<file path="src/rtl/goldschmidt_pkg.sv">
// goldschmidt_pkg
//   Shared types and constants for the Goldschmidt divider sequencer.
//   - state_t   : sequencer states
//   - SEL_*     : datapath N/D operand-select codes
//   - KSEL_*    : multiplier-select codes (IA seed or K = 2-D)
//   - ctl_t     : bundle of datapath control outputs
//   - ctl_decode: Moore decode of the control bundle from a state
package goldschmidt_pkg;

   typedef enum logic [2:0] {
      IDLE    = 3'd0,
      INIT_D  = 3'd1,
      INIT_N  = 3'd2,
      ITER_D  = 3'd3,
      ITER_N  = 3'd4,
      CAPTURE = 3'd5,
      DONE    = 3'd6
   } state_t;

   localparam logic [1:0] SEL_IA_D = 2'b00;
   localparam logic [1:0] SEL_IA_N = 2'b01;
   localparam logic [1:0] SEL_K_D  = 2'b10;
   localparam logic [1:0] SEL_K_N  = 2'b11;

   localparam logic KSEL_IA = 1'b1;
   localparam logic KSEL_K  = 1'b0;

   typedef struct packed {
      logic       load_n;
      logic       load_d;
      logic [1:0] sel_nd;
      logic       sel_k;
   } ctl_t;

   function automatic ctl_t ctl_decode(input state_t s);
      ctl_t c;
      c = '{load_n: 1'b0, load_d: 1'b0, sel_nd: SEL_IA_D, sel_k: KSEL_IA};
      case (s)
         INIT_D: c = '{load_n: 1'b0, load_d: 1'b1, sel_nd: SEL_IA_D, sel_k: KSEL_IA};
         INIT_N: c = '{load_n: 1'b1, load_d: 1'b0, sel_nd: SEL_IA_N, sel_k: KSEL_IA};
         ITER_D: c = '{load_n: 1'b0, load_d: 1'b1, sel_nd: SEL_K_D,  sel_k: KSEL_K};
         ITER_N: c = '{load_n: 1'b1, load_d: 1'b0, sel_nd: SEL_K_N,  sel_k: KSEL_K};
         default: ;
      endcase
      return c;
   endfunction

endpackage

</file>
<file path="src/rtl/goldschmidt_ctrl.sv">
// goldschmidt_ctrl
//   Sequencer for the Goldschmidt divider datapath. One division per accepted
//   start: seed pair (IA*D, IA*N), ITERS refinement pairs (K*D, K*N), then the
//   datapath result is captured into the quotient register and done pulses.
// Ports
//   clk        in   rising-edge clock
//   reset      in   synchronous active-low reset
//   start      in   division request, sampled only while ready=1
//   ready      out  1 in IDLE
//   busy       out  1 from INIT_D through CAPTURE
//   done       out  one-cycle pulse, quotient valid
//   load_regN  out  datapath N-register load enable
//   load_regD  out  datapath D-register load enable
//   sel_ND_mux out  datapath operand select
//   sel_K_mux  out  1 = IA multiplier, 0 = K multiplier
//   result_in  in   datapath result bus
//   quotient   out  registered quotient, held until the next capture
module goldschmidt_ctrl
   import goldschmidt_pkg::*;
#(
   parameter int unsigned W     = 16,
   parameter int unsigned ITERS = 4
) (
   input  logic         clk,
   input  logic         reset,
   input  logic         start,
   output logic         ready,
   output logic         busy,
   output logic         done,
   output logic         load_regN,
   output logic         load_regD,
   output logic [1:0]   sel_ND_mux,
   output logic         sel_K_mux,
   input  logic [W-1:0] result_in,
   output logic [W-1:0] quotient
);

   localparam int unsigned CW = $clog2(ITERS + 1);
   localparam logic [CW-1:0] LAST_ITER = CW'(ITERS - 1);

   state_t        r_state;
   state_t        w_next;
   logic [CW-1:0] r_cnt;
   logic [CW-1:0] w_cnt_next;
   ctl_t          r_ctl;
   logic          r_ready;
   logic          r_busy;
   logic          r_done;
   logic [W-1:0]  r_quot;

   always_comb begin
      w_next     = r_state;
      w_cnt_next = r_cnt;
      case (r_state)
         IDLE: begin
            if (start) begin
               w_next     = INIT_D;
               w_cnt_next = '0;
            end
         end
         INIT_D:  w_next = INIT_N;
         INIT_N:  w_next = ITER_D;
         ITER_D:  w_next = ITER_N;
         ITER_N: begin
            if (r_cnt == LAST_ITER) begin
               w_next = CAPTURE;
            end else begin
               w_next     = ITER_D;
               w_cnt_next = r_cnt + 1'b1;
            end
         end
         CAPTURE: w_next = DONE;
         DONE:    w_next = IDLE;
         default: w_next = IDLE;
      endcase
   end

   // Outputs are registered from the decode of the next state, so they are
   // exactly the Moore values of the state held during the following cycle.
   always_ff @(posedge clk) begin
      if (!reset) begin
         r_state <= IDLE;
         r_cnt   <= '0;
         r_ctl   <= ctl_decode(IDLE);
         r_ready <= 1'b1;
         r_busy  <= 1'b0;
         r_done  <= 1'b0;
         r_quot  <= '0;
      end else begin
         r_state <= w_next;
         r_cnt   <= w_cnt_next;
         r_ctl   <= ctl_decode(w_next);
         r_ready <= (w_next == IDLE);
         r_busy  <= (w_next == INIT_D) || (w_next == INIT_N) || (w_next == ITER_D) ||
                    (w_next == ITER_N) || (w_next == CAPTURE);
         r_done  <= (w_next == DONE);
         if (r_state == CAPTURE) begin
            r_quot <= result_in;
         end
      end
   end

   assign ready      = r_ready;
   assign busy       = r_busy;
   assign done       = r_done;
   assign load_regN  = r_ctl.load_n;
   assign load_regD  = r_ctl.load_d;
   assign sel_ND_mux = r_ctl.sel_nd;
   assign sel_K_mux  = r_ctl.sel_k;
   assign quotient   = r_quot;

endmodule
</file>
<file path="config.mk">
export PLATFORM = sky130hd
export DESIGN_NAME = goldschmidt_ctrl
export DESIGN_NICKNAME = d
export VERILOG_FILES = /design/src/rtl/goldschmidt_pkg.sv /design/src/rtl/goldschmidt_ctrl.sv
export SDC_FILE = /design/constraint.sdc
export NUM_CORES = 1
export LEC_CHECK = 0
export ABC_AREA = 1
export BUFFER_PORTS_ARGS = -buffer_cell sky130_fd_sc_hd__buf_2
export CORE_MARGIN = 3
export CORE_UTILIZATION = 47
export DETAILED_ROUTE_END_ITERATION = 8
export PLACE_DENSITY = 0.84
export SYNTH_ARGS = -nofsm -noshare
export SYNTH_HDL_FRONTEND = slang
export SYNTH_SLANG_ARGS = --single-unit
</file>
<file path="constraint.sdc">
create_clock -name clk -period 1.6 [get_ports clk]
set_clock_uncertainty 0.15 [all_clocks]
set_input_delay 0.16 -clock clk [delete_from_list [all_inputs] [get_ports clk]]
set_output_delay 0.16 -clock clk [all_outputs]
set_load 0.01 [all_outputs]
</file>
==> run_results.csv <==
group,metric,value,unit
outcome,status,"finished, final reports clean",
clocking,cts.sinks,29,
route,drc,0,
route,ant_nets,0,
grt,grt_pass1_vias,1183,
synthesis,ys_seq_area_share,50.8,%
synthesis,avgSynthCellArea,7.89,sq um
clocking,cts_root_buf,"clkbuf_4",
floorplan,die_x,55.3,microns
setup_path,critPathTopFamily,"simple AND/OR/NAND/NOR gates",
pwr,power_frac_comb,15.0,%
route,drt_wl_total,2890,microns
clocking,cts-htree-levels,2,
clocking,tritoncts,"yes",
pwr,power_leakage,0.782,nW
grt,antenna_found_initial,0,
setup_path,crit_slowest_cell,"dfxtp_1",
sta,tightest_slew,300,ps
setup_path,critical_path.cell_chain,"ha_1, ha_1, nor2_1, nand2_2, nand2_1, nand2_1, nor2_2, nor2_1",
pwr,switching_share,24.5,%
setup_path,setup.worst_path.end_class,"flop",
synthesis,synth_area,0.00114,sq mm
clocking,cts_made_buffers,5,
floorplan,ios,43,
grt,grt_pass1_wl,4860,microns
worst_hold_path,hold_path_class,"in2reg",
sta,hold_ws,62.2,ps
pwr,pwr-share-seq,47.7,%
place,gp_congestion,0.736,
floorplan,rows,17,
setup_path,cp_num_buf_inv,0,
clocking,clkSlewWorstSetupHoldPaths,90,ps
layout,nets,228,
pwr,clkPwrFrac,37.3,%
place,port_buffers,42,
floorplan,dieArea,0.00306,sq mm
route,drt_pass1_iterations,4,
flow_run,drv_cap,0,
sta,finalSetupViolations,0,
synthesis,yosysTopAreaCell,"dfxtp_1",
floorplan,start_util,50.7,%
grt,grt-ovfl-total,0,
clocking,postCtsSetupBuffers,0,
clocking,cts.path.max_buffers,2,
place,placed_cells,211,
pwr,peakVddDrop,713,uV
setup_path,critPathArrivalTime,1570,ps
setup_path,worstPathRequired,1680,ps
pwr,finalPower,1.65,mW
setup_path,cp_max_fo,4,
grt,grt.total_usage,19.9,%
pwr,power_switching,404,uW
route,drtIter0Drc,30,
route,vias,1165,
clocking,clk_latency,320,ps
layout,layout_commonest_cell,"buf_2",
sta,finalMaxSlewViolations,0,
setup_path,max_stage_delay,340,ps
synthesis,synth_seq_cells,29,
synthesis,synth_nets,166,
setup_path,start_kind,"flop",
grt,grt_max_degree,18,
layout,instances_no_fill,236,
sta,rsz0062_at_grt,"no",
sta,fin_crit_sh,93.2,%
synthesis,synth_top_area_share,50.8,%
pwr,p_int,1.25,mW
place,dp_hpwl,1850,microns
sta,final_hold_viol_count,0,
sta,finalCriticalPeriod,1490,ps
synthesis,ys_types,22,
route,wire_per_inst,12.2,microns
route,vias_per_cell,4.94,
floorplan,die_y,55.3,microns
synthesis,synth_area_leaders,"dfxtp_1, nand2_1, nand3_1",
layout,syn_to_final_growth,41.8,%
synthesis,yosys_warnings,0,
layout,antenna_cells,0,
sta,fmax,671,MHz
setup_path,critical_path_class,"reg2reg",
sta,fin_setup_tns,0,ps
layout,drive_gt1_share,28.8,%
floorplan,core_area,0.00225,sq mm
layout,final_cell_mix,"buf_2, nand2_1, dfxtp_1, nand3_1",
pwr,powerDensity,1020,mW/mm^2
sta,slew_headroom,79.9,%
synthesis,synth_cells,145,
==> path summary, 6_finish.rpt <==
check	cells after the start	startpoint	to	slack, ps
min	5	start	busy	60
min reg2reg	2	quotient[12]	quotient[12]	310
max	8	r_cnt[0]	ready	110
max reg2reg	8	r_cnt[0]	ready	110
==> tightest hold or removal path, delay by kind of cell <==
kind,cells,cell delay (ps)
simple gates,2,120
compound gates,1,80
buf+inv,2,150
==> power by group through the flow <==
stage,logic [mW],registers [mW],clock network (mW)
after floorplan,0.129,0.811,0
after global placement,0.200,0.801,0
after detailed placement,0.209,0.803,0
after CTS,0.242,0.787,0.627
after global routing,0.277,0.793,0.661
final,0.247,0.787,0.615
==> synth_stat cells <==
cell type / count
inv_2: 1
a21oi_1: 17
xnor2_1: 1
nor3_2: 1
buf_4: 2
o211ai_1: 1
o21ai_1: 1
nand2_1: 32
o21ai_0: 3
nand2_2: 3
nor3_1: 1
clkinv_1: 1
nor2_1: 9
nand4_1: 1
dfxtp_1: 29
nand3_1: 20
inv_1: 12
clkbuf_2: 1
buf_2: 3
nor2_2: 2
buf_6: 2
ha_1: 2
==> logic make-up (layout without fill, tap and decap cells) <==
kind of cell | count (synthesis) | count (layout) | synth area share, %
AOI/OAI and AO/OA | 22 | 22 | 9.85
xor gates and xnor gates | 1 | 1 | 0.766
adders and majority gates | 2 | 2 | 2.19
buffers and inverters | 22 | 85 | 9.63
DFF | 29 | 29 | 50.8
and+or+nand+nor | 69 | 69 | 26.8
==> metal layers <==
layer  global-route usage, %  up-vias  wire length (microns)
met5                       0        -                      0
met1                    19.8      518                   1110
li1                        -      591                      -
met3                    6.78       11                    175
met2                    35.8       45                   1510
met4                    11.1        0                     95
==> stage by stage <==
step	setup slack (ps)	util [%]	cell area (sq um)
2_1_floorplan	232	-	1140
3_3_place_gp	181	60.4	1360
3_5_place_dp	120	60.4	1360
4_1_cts	114	71.7	1620
5_1_grt	12.3	71.9	1620
6_report	110	71.9	1620
==> state kept, by name (all words and copies together), names as in the netlist <==
| signal | flops |
|---|---|
| busy | 1 |
| done | 1 |
| load_regD | 1 |
| quotient | 16 |
| r_cnt | 3 |
| r_state | 3 |
| ready | 1 |
| sel_K_mux | 1 |
| sel_ND_mux | 2 |
==> area by class of cell <==
| class | instances | area (sq um) |
|---|---|---|
| clock inverter | 1 | 30.0 |
| sequential | 29 | 581 |
| fill | 173 | 633 |
| timing repair buffer | 63 | 410 |
| tap | 28 | 35.0 |
| multi-input combinational | 94 | 458 |
| inverter | 14 | 52.6 |
| clock buffer | 7 | 55.1 |
==> timing repair <==
| action | CTS | global route |
|---|---|---|
| setup endpoints to repair | 0 | 2 |
| hold buffers | 17 | 0 |
| gates resized for setup | 0 | 2 |
| endpoints found under the hold margin | 21 | 0 |
(Power assumes the default switching activity.)
